## config.mk

```make
export PLATFORM = sky130hd
export DESIGN_NAME = vermi_sequencer_flat
export DESIGN_NICKNAME = d
export VERILOG_FILES = /design/src/rtl/vermi_sequencer_if.sv /design/src/rtl/vermi_sequencer.sv /design/src/flat_wrapper.sv
export SDC_FILE = /design/constraint.sdc
export NUM_CORES = 1
export LEC_CHECK = 0
export BUFFER_PORTS_ARGS = -buffer_cell sky130_fd_sc_hd__buf_2
export CAP_MARGIN = 20
export CORE_AREA = 5 5 126 128
export CTS_CLUSTER_DIAMETER = 100
export DETAILED_ROUTE_END_ITERATION = 10
export DIE_AREA = 0 0 131 133
export GPL_ROUTABILITY_DRIVEN = 0
export PLACE_DENSITY = 0.77
export SYNTH_ARGS = -nofsm -noshare
export SYNTH_HDL_FRONTEND = slang
export SYNTH_SLANG_ARGS = --single-unit
```

## constraint.sdc

```tcl
create_clock -name clk -period 3.7 [get_ports clk]
set_clock_uncertainty 0.2 [all_clocks]
set_input_delay 1.11 -clock clk [delete_from_list [all_inputs] [get_ports clk]]
set_output_delay 1.11 -clock clk [all_outputs]
set_load 0.005 [all_outputs]
```

## src/rtl/vermi_sequencer_if.sv

```systemverilog
// Shared memory bus between the Vermicel sequencer (master) and memory (slave).
// A transfer completes on a cycle where mem_valid and mem_ready are both high.
interface vermi_sequencer_if;
    logic        mem_valid;
    logic        mem_ready;
    logic [31:0] mem_address;
    logic [3:0]  mem_wstrobe;
    logic [31:0] mem_wdata;
    logic [31:0] mem_rdata;

    modport master (
        output mem_valid,
        output mem_address,
        output mem_wstrobe,
        output mem_wdata,
        input  mem_ready,
        input  mem_rdata
    );

    modport slave (
        input  mem_valid,
        input  mem_address,
        input  mem_wstrobe,
        input  mem_wdata,
        output mem_ready,
        output mem_rdata
    );
endinterface

```

## src/rtl/vermi_sequencer.sv

```systemverilog
// Multi-cycle control sequencer and PC owner for the non-pipelined Vermicel core.
// Steps FETCH -> DECODE -> EXECUTE -> [LOAD | STORE] -> WRITEBACK and pulses commit in WRITEBACK.
// Optional feature: define VERMI_BUS_TIMEOUT_EN to abort any bus access that has waited
// TIMEOUT_CYCLES cycles; without it the sequencer waits forever and bus_error stays low.
module vermi_sequencer #(
    parameter logic [31:0] RESET_ADDRESS  = 32'h0000_0000,
    parameter int unsigned TIMEOUT_CYCLES = 255
) (
    input  logic                     clk,
    input  logic                     reset,
    vermi_sequencer_if.master        bus,
    input  logic                     is_load,
    input  logic                     is_store,
    input  logic [31:0]              data_address,
    input  logic [3:0]               store_strobe,
    input  logic [31:0]              store_data,
    input  logic [31:0]              pc_next,
    output logic [31:0]              pc,
    output logic [31:0]              pc_incr,
    output logic [31:0]              instr_word,
    output logic [31:0]              load_data,
    output logic                     commit,
    output logic                     bus_error
);

    localparam logic [31:0] NOP = 32'h0000_0013;

    typedef enum logic [2:0] {
        StFetch,
        StDecode,
        StExecute,
        StLoad,
        StStore,
        StWriteback
    } state_t;

    state_t      state_q;
    logic [31:0] pc_q;
    logic [31:0] instr_q;
    logic [31:0] load_q;
    logic        commit_q;
    logic        bus_error_q;
    logic        access;
    logic        abort;

    // The low PC bits are always forced to zero, so pc_next[1:0] is never consumed.
    logic unused_pc_next;
    assign unused_pc_next = ^pc_next[1:0];

    // Bus request, address mux and byte enables decode straight from the state register.
    assign access          = (state_q == StFetch) || (state_q == StLoad) || (state_q == StStore);
    assign bus.mem_valid   = access && !reset;
    assign bus.mem_address = (state_q == StFetch) ? pc_q : data_address;
    assign bus.mem_wstrobe = (state_q == StStore) ? store_strobe : 4'h0;
    assign bus.mem_wdata   = store_data;

`ifdef VERMI_BUS_TIMEOUT_EN
    // Abort on the last allowed stalled cycle, so mem_valid is high for exactly TIMEOUT_CYCLES
    // cycles; a mem_ready in that same cycle still wins.
    localparam logic [31:0] WAIT_LAST = 32'(TIMEOUT_CYCLES - 1);

    logic [31:0] wait_cnt_q;
    logic        waiting;

    assign waiting = bus.mem_valid && !bus.mem_ready;
    assign abort   = waiting && (wait_cnt_q == WAIT_LAST);

    // Count stalled cycles of the current access; any non-waiting cycle starts a fresh count.
    always_ff @(posedge clk) begin
        if (reset || !waiting || abort) begin
            wait_cnt_q <= '0;
        end else if (wait_cnt_q != WAIT_LAST) begin
            wait_cnt_q <= wait_cnt_q + 32'd1;
        end
    end
`else
    logic unused_timeout;
    assign unused_timeout = ^TIMEOUT_CYCLES;
    assign abort          = 1'b0;
`endif

    // Sequencer FSM owning the PC, fetched instruction, load data and the two pulse outputs.
    always_ff @(posedge clk) begin
        if (reset) begin
            state_q     <= StFetch;
            pc_q        <= RESET_ADDRESS;
            instr_q     <= NOP;
            load_q      <= '0;
            commit_q    <= 1'b0;
            bus_error_q <= 1'b0;
        end else begin
            commit_q    <= 1'b0;
            bus_error_q <= 1'b0;
            unique case (state_q)
                StFetch: begin
                    if (bus.mem_ready) begin
                        instr_q <= bus.mem_rdata;
                        state_q <= StDecode;
                    end else if (abort) begin
                        instr_q     <= NOP;
                        bus_error_q <= 1'b1;
                        state_q     <= StDecode;
                    end
                end
                StDecode: begin
                    state_q <= StExecute;
                end
                StExecute: begin
                    // Load wins if decode ever flags both.
                    if (is_load) begin
                        state_q <= StLoad;
                    end else if (is_store) begin
                        state_q <= StStore;
                    end else begin
                        state_q  <= StWriteback;
                        commit_q <= 1'b1;
                    end
                end
                StLoad: begin
                    if (bus.mem_ready) begin
                        load_q   <= bus.mem_rdata;
                        state_q  <= StWriteback;
                        commit_q <= 1'b1;
                    end else if (abort) begin
                        load_q      <= '0;
                        bus_error_q <= 1'b1;
                        state_q     <= StWriteback;
                        commit_q    <= 1'b1;
                    end
                end
                StStore: begin
                    if (bus.mem_ready || abort) begin
                        bus_error_q <= abort && !bus.mem_ready;
                        state_q     <= StWriteback;
                        commit_q    <= 1'b1;
                    end
                end
                StWriteback: begin
                    pc_q    <= {pc_next[31:2], 2'b00};
                    state_q <= StFetch;
                end
                default: begin
                    state_q <= StFetch;
                end
            endcase
        end
    end

    assign pc         = pc_q;
    assign pc_incr    = pc_q + 32'd4;
    assign instr_word = instr_q;
    assign load_data  = load_q;
    assign commit     = commit_q;
    assign bus_error  = bus_error_q;

endmodule

```

## src/flat_wrapper.sv

```systemverilog
// flat-port wrapper written by rule: the top's interface ports become plain ports
module vermi_sequencer_flat 
#(
    parameter logic [31:0] RESET_ADDRESS  = 32'h0000_0000,
    parameter int unsigned TIMEOUT_CYCLES = 255
)
  (clk, reset, is_load, is_store, data_address, store_strobe, store_data, pc_next, pc, pc_incr, instr_word, load_data, commit, bus_error, bus_mem_valid, bus_mem_address, bus_mem_wstrobe, bus_mem_wdata, bus_mem_ready, bus_mem_rdata);
  vermi_sequencer_if bus_i ();
  input  logic clk;
  input  logic reset;
  input  logic is_load;
  input  logic is_store;
  input  logic [31:0] data_address;
  input  logic [3:0] store_strobe;
  input  logic [31:0] store_data;
  input  logic [31:0] pc_next;
  output logic [31:0] pc;
  output logic [31:0] pc_incr;
  output logic [31:0] instr_word;
  output logic [31:0] load_data;
  output logic commit;
  output logic bus_error;
  output wire logic [$bits(bus_i.mem_valid)-1:0] bus_mem_valid;
  output wire logic [$bits(bus_i.mem_address)-1:0] bus_mem_address;
  output wire logic [$bits(bus_i.mem_wstrobe)-1:0] bus_mem_wstrobe;
  output wire logic [$bits(bus_i.mem_wdata)-1:0] bus_mem_wdata;
  input wire logic [$bits(bus_i.mem_ready)-1:0] bus_mem_ready;
  input wire logic [$bits(bus_i.mem_rdata)-1:0] bus_mem_rdata;
  assign bus_mem_valid = bus_i.mem_valid;
  assign bus_mem_address = bus_i.mem_address;
  assign bus_mem_wstrobe = bus_i.mem_wstrobe;
  assign bus_mem_wdata = bus_i.mem_wdata;
  assign bus_i.mem_ready = bus_mem_ready;
  assign bus_i.mem_rdata = bus_mem_rdata;
  vermi_sequencer #(.RESET_ADDRESS(RESET_ADDRESS), .TIMEOUT_CYCLES(TIMEOUT_CYCLES)) u_core (.clk(clk), .reset(reset), .bus(bus_i), .is_load(is_load), .is_store(is_store), .data_address(data_address), .store_strobe(store_strobe), .store_data(store_data), .pc_next(pc_next), .pc(pc), .pc_incr(pc_incr), .instr_word(instr_word), .load_data(load_data), .commit(commit), .bus_error(bus_error));
endmodule
```

=== After elaboration in Yosys (flattened, before gate mapping) ===
Index checks and enable logic that the tools add are counted.

* Flip-flop bits (word level): 98
* Bits in latches: 0
* Memory bits (writable): 0
* Memory bits (read-only): 0
* Input port bits: 137
* Output and inout bits: 199
* Logic and storage cells: 33
* Memories: 0

* Add/sub/neg operators: 1
* Multiply operators: 0
* Div/mod/pow operators: 0
* Order comparisons: 0
* Equality and inequality tests: 7
* Shift operators: 0
* Muxes and demuxes: 11
* Bitwise logic cells: 0
* Reductions and logical operators: 9

{| class="wikitable"
|+ Operator list
! cell !! count
|-
| $add A32 B3 Y32 const B || 1
|-
| $mux W32 || 1
|-
| $pmux W3 S4 || 1
|-
| $mux W3 || 3
|-
| $eq A3 B2 Y1 const B || 2
|-
| $eq A3 B3 Y1 const B || 2
|-
| $reduce_and A2 Y1 || 3
|-
| $mux W1 || 4
|-
| $mux W4 || 1
|-
| $eq A3 B1 Y1 const B || 1
|-
| $logic_not A3 Y1 || 1
|-
| $logic_or A1 B1 Y1 || 2
|-
| $ne A2 B1 Y1 const B || 1
|-
| $ne A2 B2 Y1 const B || 1
|-
| $pmux W1 S2 || 1
|-
| $reduce_or A2 Y1 || 1
|-
| $logic_and A1 B1 Y1 || 1
|-
| $logic_not A1 Y1 || 1
|}

=== Longest topological paths before layout ===
Gate-level depths: netlist of the first run.

* Depth in word-level cells: 4
* Gate-level depth with buffers: 7

=== Worst setup path before layout of the first run ===
No wires, ideal clock.

* Kind: input-to-output
* Start point: input reset
* End point: output bus_mem_valid
* Arrival: 1705 ps
* Data required time: 2390 ps
* Path slack: 685 ps
* Cell stages on the path: 3
* Path through: clkbuf_1 clkbuf_1 nor2_1

* Word-level cells in the longest chain between the ends: 2

{| class="wikitable"
|+ RTL lines
! element !! line !! RTL
|-
| start: declaration || flat_wrapper.sv:10 || <nowiki>input logic reset;</nowiki>
|-
| $logic_not A1 Y1 || vermi_sequencer.sv:52 || <nowiki>assign bus.mem_valid = access && !reset;</nowiki>
|-
| $logic_and A1 B1 Y1 || vermi_sequencer.sv:52 ||
|-
| end: declaration || flat_wrapper.sv:23 || <nowiki>output wire logic [$bits(bus_i.mem_valid)-1:0] bus_mem_valid;</nowiki>
|}

No other way between the ends.

=== Worst setup path after layout of the first run ===
* Start point: register u_core.pc_q[11] (netlist: u_core.pc[11])
* End point: output pc_incr[31]

* Word-level cells in the longest chain between the ends: 1

{| class="wikitable"
|+ RTL lines
! element !! line !! RTL
|-
| start: declaration || vermi_sequencer.sv:38 || <nowiki>logic [31:0] pc_q;</nowiki>
|-
| start signal: assignment || vermi_sequencer.sv:139 || <nowiki>pc_q <= {pc_next[31:2], 2'b00};</nowiki>
|-
| $add A32 B3 Y32 || vermi_sequencer.sv:150 || <nowiki>assign pc_incr = pc_q + 32'd4;</nowiki>
|-
| end: declaration || flat_wrapper.sv:18 || <nowiki>output logic [31:0] pc_incr;</nowiki>
|}

No other way between the ends.

==> metrics.cfg, run 1 <==
[detailed_routing]
drc_errors = 0
via_count = 4766
wl_per_cell_um = 15.23
first_pass_iters = 4
ant_nets = 0
drtIter0Drc = 153
via_per_inst = 4.752
routed_wl_mm = 15.27

[hold_path]
hold_path.class = reg -> reg
whs_path_depth = 2

[setup_path]
max_stage_delay_ns = 0.51
r2r_slack_ns = 1.71
worstPathMaxFanout = 8
cp_cell_sequence = nand4_4, nor4_4, nand4_1, xnor2_1, buf_2
arrival_ns = 2.11
cp_slowest_cell = nor4_4
startpoint_type = register
endpoint_kind = output port
path_class = reg -> out
timing.rr.end = u_core.instr_word[11]$_SDFFE_PP0P_
critical_path_depth = 5
r2r_cells = 5
startpoint = u_core.pc[11]$_SDFFE_PP0N_
r2r_start = u_core.state_q[2]$_SDFFE_PP0P_
crit_required_ns = 2.39
path_buf_inv = 1
critPathCapture = pc_incr[31]
cp_top_family = simple AND/OR/NAND/NOR gates

[grt]
met3_usage_pct = 6.782
antenna_found_initial = 1
grt_first_pass_wirelength_mm = 22.67
grt_max_degree = 66
grt_pass1_vias = 4448
top_usage_layer = met2
gr-total-overflow = 0
gr-usage-met2_pct = 29.49
grt_use_met1_pct = 17.37
grt_usage_pct = 16.47

[finish]
mostFrequentLayoutCell = buf_2
fillers = 1506
mostFrequentLayoutCells = buf_2, nand2_1, dfxtp_1
areaGrowthSynthToFinish_pct = 33.00
layout-drive-gt1-share_pct = 40.37
antenna_cells = 0
nets = 948
design_area_um2 = 6242
stdcell_count = 1003
final_util_pct = 42.32

[floorplan]
die_w_um = 131
start_util_pct = 31.82
die_height_um = 133
ios = 336
die_area_um2 = 17420
coreArea_um2 = 14750
rows = 45

[timing]
timing.hold.ws_ns = 0.2519
max_freq_ghz = 0.2922
worstMarginPinSlew_ns = 0.6963
finalCritPeriodShare_pct = 92.48
max-slew-margin-rel_pct = 53.58
min_period_ns = 3.422
setup_tns_ns = 0
setup_slack_ns = 0.2781
drv_slew = 0
finalHoldViolCount = 0
rsz0062_at_grt = no
setup-violations-final = 0

[logic_synthesis]
synthXorXnorAreaFrac_pct = 5.225
synth_adder_area_share_pct = 0.2666
netlist_instances = 598
synth_top_family_by_area = simple AND/OR/NAND/NOR gates
synth_mux_area_share_pct = 7.198
synthDistinctLibCells = 32
synthArstFlopShare_pct = 0
synth_compound_area_share_pct = 10.69
synth_edf_count = 0
ys_ff_latch = 98
synth_ff_type = dfxtp_1
avgSynthCellArea_um2 = 7.848
ys_seq_area_share_pct = 41.80
synthSimpleGateAreaFrac_pct = 24.77
synth_warnings = 0
syn_area_um2 = 4693

[power_and_ir_drop]
finalPower_mw = 2.567
leakage_nw = 2.994
powerDensity_nw_per_um2 = 411.3
peakVddDrop_v = 0.0002625

[clocking]
post_cts_buffers = 0
cts_tree = built
clockBufferDepth = 2
clk_pin_slew_ns = 0.07
cts_resized = 0
root_buffer = clkbuf_16
clk-insertion-delay-late_ns = 0.34
cts_made_buffers = 9
ctsHoldBuffers = 0
cts.sinks = 98
h-tree-depth = 3

[outcome]
outcome = complete, no violations

[placement]
placed_cell_area_um2 = 5892
place_ws_ns = 0.6000
io_buffers = 264
dp.cells = 987
hpwl_mm = 11.59

[run]
cap_violations = 0

-- cell families (layout without fill, tap and decap cells) --
logic type / after synthesis / after routing
AO/OA/AOI/OAI: 98 / 98
buffers and inverters: 80 / 293
multiplexers: 30 / 30
AND/OR/NAND/NOR: 262 / 262
flip-flops: 98 / 98
adder cells (fa/ha/maj): 1 / 1
XOR/XNOR: 28 / 28
other: 1 / 5
-- synthesized netlist by cell type (3+ instances only) --
master / count / area share, %
and3_1: 9 / 1.2
clkbuf_1: 24 / 1.9
buf_2: 14 / 1.5
and2_1: 3 / 0.40
buf_4: 40 / 6.4
nand3_1: 11 / 1.2
xor2_1: 6 / 1.1
nand3b_1: 3 / 0.48
xnor2_1: 22 / 4.1
a21oi_1: 93 / 9.9
nand2_1: 199 / 16
nand4_1: 13 / 1.7
dfxtp_1: 98 / 42
mux2_2: 30 / 7.2
nor2_1: 12 / 0.96
-- routing by layer --
| metal | wire length [um] | up-vias |
|---|---|---|
| li1 | - | 2352 |
| met1 | 5721 | 2188 |
| met2 | 7594 | 203 |
| met3 | 1693 | 21 |
| met4 | 249 | 2 |
| met5 | 13 | - |
-- sequential cells by signal (all words and copies together), names as in the netlist --
| name | cells |
|---|---|
| u_core.commit | 1 |
| u_core.instr_word | 32 |
| u_core.load_data | 32 |
| u_core.pc | 30 |
| u_core.state_q | 3 |
-- report_power, final --
group / internal [mW] / switching (mW) / leakage [nW]
clock: 0.685 / 0.418 / 0.171
combinational: 0.169 / 0.179 / 2.03
sequential: 1.09 / 0.0261 / 0.795
-- worst min-delay path by stage --
stage,from,to,slack (ns)
4_1_cts,u_core.load_data[10]$_SDFFE_PP0P_,u_core.load_data[10]$_SDFFE_PP0P_,0.25
6_report,u_core.load_data[10]$_SDFFE_PP0P_,u_core.load_data[10]$_SDFFE_PP0P_,0.25
3_3_place_gp,u_core.load_data[21]$_SDFFE_PP0P_,u_core.load_data[21]$_SDFFE_PP0P_,0.24
2_1_floorplan,u_core.instr_word[10]$_SDFFE_PP0P_,u_core.instr_word[10]$_SDFFE_PP0P_,0.25
3_5_place_dp,u_core.load_data[10]$_SDFFE_PP0P_,u_core.load_data[10]$_SDFFE_PP0P_,0.24
5_1_grt,u_core.instr_word[10]$_SDFFE_PP0P_,u_core.instr_word[10]$_SDFFE_PP0P_,0.27
-- area by class of cell --
| class | instances | area, um^2 | share of cell area (%) |
|---|---|---|---|
| multi-input cells | 424 | 2281 | 36.54 |
| clock buffers | 11 | 242.7 | 3.889 |
| repair buffers | 275 | 1406 | 22.53 |
| flip-flops and latches | 98 | 1962 | 31.43 |
| clock inverters | 5 | 107.6 | 1.724 |
| well taps | 188 | 235.2 | 3.768 |
| inverters | 2 | 7.507 | 0.1203 |
-- tightest hold or removal path: cells and delay by family (launching register included) --
family | cells | cell delay (ns)
DFF | 1 | 0.31
and+or+nand+nor | 1 | 0.05
AOI/OAI and AO/OA | 1 | 0.05
Note: power is estimated with default switching activity, not from simulation.
==> run 2: changes to the inputs <==
--- a/config.mk
+++ b/config.mk
@@ -7,12 +7,12 @@
 export LEC_CHECK = 0
 export BUFFER_PORTS_ARGS = -buffer_cell sky130_fd_sc_hd__buf_2
 export CAP_MARGIN = 20
-export CORE_AREA = 5 5 126 128
+export CORE_AREA = 5 5 127 129
 export CTS_CLUSTER_DIAMETER = 100
 export DETAILED_ROUTE_END_ITERATION = 10
-export DIE_AREA = 0 0 131 133
+export DIE_AREA = 0 0 132 134
 export GPL_ROUTABILITY_DRIVEN = 0
-export PLACE_DENSITY = 0.77
+export PLACE_DENSITY = 0.76
 export SYNTH_ARGS = -nofsm -noshare
 export SYNTH_HDL_FRONTEND = slang
 export SYNTH_SLANG_ARGS = --single-unit
==> constraint.sdc (replaced) <==
create_clock -name clk -period 3.45 [get_ports clk]
set_clock_uncertainty 0.2 [all_clocks]
set_input_delay 1.035 -clock clk [delete_from_list [all_inputs] [get_ports clk]]
set_output_delay 1.035 -clock clk [all_outputs]
set_load 0.005 [all_outputs]
==> metrics.cfg, run 2 (synthesized netlist as in run 1, its figures left out) <==
[outcome]
outcome = complete, no violations

[clocking]
cts_resized = 0  ; unchanged
root_buffer = clkbuf_16
post_cts_buffers = 0  ; unchanged
clk_pin_slew_ns = 0.06  ; about the same
cts_made_buffers = 9  ; unchanged
ctsHoldBuffers = 0  ; unchanged
clockBufferDepth = 2  ; unchanged
clk-insertion-delay-late_ns = 0.34  ; about the same
cts_tree = built
cts.sinks = 98  ; unchanged
h-tree-depth = 3  ; unchanged

[finish]
regArea_um2 = 1962  ; unchanged
nets = 952  ; +0.42%
areaGrowthSynthToFinish_pct = 33.11  ; about the same
layout-drive-gt1-share_pct = 40.59  ; +0.22 points
mostFrequentLayoutCells = buf_2, nand2_1, dfxtp_1
final_util_pct = 41.87  ; -0.45 points
multi_input_area_um2 = 2290  ; +0.38%
fillers = 1528  ; +1.5%
antenna_cells = 0  ; unchanged
mostFrequentLayoutCell = buf_2

[timing]
finalHoldViolCount = 0  ; unchanged
finalCritPeriodShare_pct = 95.01
drv_slew = 0  ; unchanged
min_period_ns = 3.278
rsz0062_at_grt = yes
worstMarginPinSlew_ns = 0.6242  ; -0.07204 ns
setup-violations-final = 0  ; unchanged
max-slew-margin-rel_pct = 58.38  ; +4.8 points
max_freq_ghz = 0.3051

[detailed_routing]
via_per_inst = 4.790  ; +0.81%
via_count = 4819  ; +1.1%
wl_per_cell_um = 15.15  ; -0.51%
drc_errors = 0  ; unchanged
routed_wl_mm = 15.24  ; -0.22%
drtIter0Drc = 155  ; +1.3%
first_pass_iters = 5  ; +1
ant_nets = 0  ; unchanged

[run]
cap_violations = 0  ; unchanged

[grt]
grt_pass1_vias = 4539  ; +2.0%
grt_max_degree = 60  ; -9.1%
antenna_found_initial = 0  ; -1
gr-total-overflow = 0  ; unchanged
grt_usage_pct = 16.23  ; -0.23 points
grt_first_pass_wirelength_mm = 23.87  ; +5.3%

[floorplan]
start_util_pct = 31.45  ; -0.36 points
coreArea_um2 = 14920  ; +1.1%
rows = 45  ; unchanged
die_height_um = 134  ; +0.75%
ios = 336  ; unchanged
die_w_um = 132  ; +0.76%
die_area_um2 = 17690  ; +1.5%

[hold_path]
min_from = u_core.load_data[30]$_SDFFE_PP0P_
hold_end = u_core.load_data[30]$_SDFFE_PP0P_
hold_path.class = reg -> reg
whs_path_depth = 2  ; unchanged

[setup_path]
timing.rr.end = u_core.load_data[1]$_SDFFE_PP0P_
path_class = reg -> out
endpoint_kind = output port
arrival_ns = 2.04  ; -0.07 ns
startpoint_type = register
r2r_slack_ns = 1.60  ; -0.11 ns
r2r_start = u_core.state_q[1]$_SDFFE_PP0P_
r2r_cells = 5  ; unchanged
worstPathMaxFanout = 8  ; unchanged
crit_required_ns = 2.21  ; -0.18 ns

[power_and_ir_drop]
finalPower_mw = 2.608  ; +1.6%
peakVddDrop_v = 0.0001782  ; -32%
powerDensity_nw_per_um2 = 417.5  ; +1.5%
leakage_nw = 3.017  ; +0.76%

[placement]
hpwl_mm = 11.58  ; -0.13%
io_buffers = 264  ; unchanged

==> run 2: changes by cell type in the layout (fill, tap and decap cells not counted) <==
cell and change:
clkinv_4 +1, buf_4 +3, clkbuf_8 +1, bufinv_16 -2, buf_12 +1, inv_6 -1, nor4_4 +1, nor4_2 -1
==> run 2: metal layers <==
metal	vias up	GRT usage, %	part of all wire, %
li1	2352	-	-
met1	2232	17.97	38
met2	219	28.89	51
met3	16	6.227	9.6
met4	0	4.743	1.7
met5	-	0	0
==> run 2: critical path, cell delays in order, from the launching register on <==
cell and delay [ns]:
dfxtp_1 0.46, nand4_1 0.31, nor4_2 0.50, nand4_1 0.16, xnor2_1 0.14, buf_2 0.13
==> run 2: through the flow <==
stage / std cells / TNS (ns) / setup WS [ns] / hold WS, ns / instance area, um^2
3_5_place_dp: 991 / 0 / 0.4676 / 0.2430 / 5934
2_1_floorplan: 602 / 0 / 0.5845 / 0.2527 / 4708
3_3_place_gp: 991 / 0 / 0.4850 / 0.2383 / 5934
6_report: 1006 / 0 / 0.1721 / 0.2515 / 6247
5_1_grt: 1006 / -0.02796 / -0.02215 / 0.2695 / 6247
4_1_cts: 1006 / 0 / 0.08549 / 0.2524 / 6238
==> run 2: where the power goes <==
group	internal [mW]	switching, mW
Clock	0.603	0.435
Combinational	0.183	0.191
Sequential	1.17	0.0274
Total	1.96	0.653
==> run 2: final cells by class <==
type                    instances  share of cell area [%]
multi-input cells             424                   36.65
flip-flops and latches         98                   31.40
repair buffers                279                   23.19
clock buffers                  12                   4.106
well taps                     188                   3.765
clock inverters                 3                  0.7611
inverters                       2                  0.1202
==> run 2: worst max-delay path by stage <==
| stage | startpoint | endpoint | slack, ns | cells after the start |
|---|---|---|---|---|
| 6_report | u_core.pc[6]$_SDFFE_PP0N_ | pc_incr[20] | 0.17 | 5 |
| 5_1_grt | u_core.pc[2]$_SDFFE_PP0N_ | pc_incr[23] | -0.02 | 5 |
| 4_1_cts | u_core.pc[2]$_SDFFE_PP0N_ | pc_incr[23] | 0.09 | 5 |
| 3_5_place_dp | u_core.pc[2]$_SDFFE_PP0N_ | pc_incr[23] | 0.47 | 5 |
| 3_3_place_gp | u_core.pc[4]$_SDFFE_PP0N_ | pc_incr[23] | 0.49 | 5 |
| 2_1_floorplan | reset | bus_mem_valid | 0.58 | 3 |
==> run 3: changes to the inputs <==
--- a/config.mk
+++ b/config.mk
@@ -7,12 +7,13 @@
 export LEC_CHECK = 0
 export BUFFER_PORTS_ARGS = -buffer_cell sky130_fd_sc_hd__buf_2
 export CAP_MARGIN = 20
-export CORE_AREA = 5 5 127 129
+export CORE_ASPECT_RATIO = 1.25
+export CORE_MARGIN = 5
+export CORE_UTILIZATION = 23
 export CTS_CLUSTER_DIAMETER = 100
 export DETAILED_ROUTE_END_ITERATION = 10
-export DIE_AREA = 0 0 132 134
 export GPL_ROUTABILITY_DRIVEN = 0
-export PLACE_DENSITY = 0.76
+export PLACE_DENSITY = 0.61
 export SYNTH_ARGS = -nofsm -noshare
 export SYNTH_HDL_FRONTEND = slang
 export SYNTH_SLANG_ARGS = --single-unit
==> metrics.cfg, run 3 (synthesized netlist as in run 1, its figures left out) <==
[outcome]
outcome = complete, no violations

[power_and_ir_drop]
leakage_nw = 3.062  ; +1.5%
powerDensity_nw_per_um2 = 421.5  ; +0.95%
finalPower_mw = 2.706  ; +3.7%
peakVddDrop_v = 0.0001889  ; +6.0%

[detailed_routing]
first_pass_iters = 4  ; -1
drtIter0Drc = 98  ; -37%
via_per_inst = 4.336  ; -9.5%
wl_per_cell_um = 15.37  ; +1.5%
via_count = 4757  ; -1.3%
routed_wl_mm = 16.87  ; +11%
ant_nets = 0  ; unchanged
drc_errors = 0  ; unchanged

[timing]
max-slew-margin-rel_pct = 57.92  ; -0.46 points
timing.hold.ws_ns = 0.2517  ; +0.0002750 ns
setup_tns_ns = 0  ; unchanged
setup_slack_ns = 0.1495  ; -0.02258 ns
drv_slew = 0  ; unchanged
finalCritPeriodShare_pct = 95.67  ; +0.65 points
finalHoldViolCount = 0  ; unchanged
min_period_ns = 3.301  ; +0.02257 ns
worstMarginPinSlew_ns = 0.6312  ; +0.006958 ns
max_freq_ghz = 0.3030  ; -0.68%
setup-violations-final = 0  ; unchanged

[hold_path]
hold_path.class = reg -> reg

[setup_path]
startpoint_type = register
path_class = reg -> out
crit_required_ns = 2.21  ; about the same
worstPathMaxFanout = 7  ; -1
arrival_ns = 2.07  ; +0.03 ns
endpoint_kind = output port

[finish]
areaGrowthSynthToFinish_pct = 36.79
nets = 959  ; +0.74%
fillers = 2216  ; +45%
stdcell_count = 1097  ; +9.0%
mostFrequentLayoutCell = buf_2
mostFrequentLayoutCells = buf_2, nand2_1, dfxtp_1
final_util_pct = 31.94  ; -9.9 points
layout-drive-gt1-share_pct = 41.28  ; +0.70 points
design_area_um2 = 6420  ; +2.8%

[placement]
io_buffers = 264  ; unchanged
place_ws_ns = 0.3918  ; -0.07579 ns
dp.cells = 1077  ; +8.7%
hpwl_mm = 12.68  ; +9.5%
placed_cell_area_um2 = 6055  ; +2.0%

[grt]
grt_pass1_vias = 4538  ; -0.022%
grt_max_degree = 53  ; -12%
grt_usage_pct = 13.67  ; -2.6 points
antenna_found_initial = 2  ; +2
grt_first_pass_wirelength_mm = 24.70  ; +3.5%
gr-total-overflow = 0  ; unchanged

[floorplan]
die_area_um2 = 23380  ; +32%
ios = 336  ; unchanged
die_height_um = 169.7  ; +27%
die_w_um = 137.8  ; +4.4%
coreArea_um2 = 20100  ; +35%
start_util_pct = 23.35  ; -8.1 points
rows = 58  ; +29%

[clocking]
h-tree-depth = 3  ; unchanged
cts_tree = built
clk_pin_slew_ns = 0.07  ; about the same
cts.sinks = 98  ; unchanged
clk-insertion-delay-late_ns = 0.35  ; about the same
cts_made_buffers = 9  ; unchanged
clockBufferDepth = 2  ; unchanged
root_buffer = clkbuf_16

[run]
cap_violations = 0  ; unchanged

[run 3: path summary, 6_finish.rpt]
path | startpoint | to | slack (ns) | depth (start not counted)
worst max-delay path | u_core.pc[7]$_SDFFE_PP0N_ | pc_incr[20] | 0.15 | 5
worst min-delay path | u_core.instr_word[20]$_SDFFE_PP0P_ | u_core.instr_word[20]$_SDFFE_PP0P_ | 0.25 | 2
worst max register to register | u_core.state_q[2]$_SDFFE_PP0P_ | u_core.instr_word[14]$_SDFFE_PP0P_ | 1.07 | 6
worst min register to register | u_core.instr_word[20]$_SDFFE_PP0P_ | u_core.instr_word[20]$_SDFFE_PP0P_ | 0.25 | 2
[run 3: final cells by class]
type	count	area [um^2]	area share (%)
Multi-Input combinational cell	424	2290	35.67
Sequential cell	98	1963	30.58
Timing Repair Buffer	286	1489	23.19
Tap cell	270	337.8	5.262
Clock buffer	12	256.5	3.995
Clock inverter	4	73.82	1.150
Inverter	2	7.507	0.1169
Antenna cell	1	2.502	0.03898
[run 3: metal layers]
layer	track usage, %	up-vias	part of all wire [%]
met5	0	-	0.077
met4	7.134	2	3.4
met3	4.330	32	10
met2	24.47	209	50
met1	14.09	2139	37
li1	-	2375	-
[run 3: where the power goes]
group	switching, mW	leakage [nW]	total (mW)	internal, mW
Clock	0.454	0.163	1.13	0.676
Sequential	0.0270	0.796	1.20	1.17
Combinational	0.197	2.10	0.380	0.182
[run 3: what timing repair did]
| action | 4_1_cts | 5_1_grt |
|---|---|---|
| endpoints found under the setup margin | 0 | 4 |
| buffers inserted | 0 | 3 |
| resized for setup | 0 | 2 |
| hold buffers | 0 | 0 |
[run 3: worst max-delay path, cell delays in order (launching register included)]
cell     delay [ns]
dfxtp_1        0.45
nand4_1        0.31
nor4_2         0.52
nand4_1        0.16
xnor2_1        0.15
buf_2          0.12
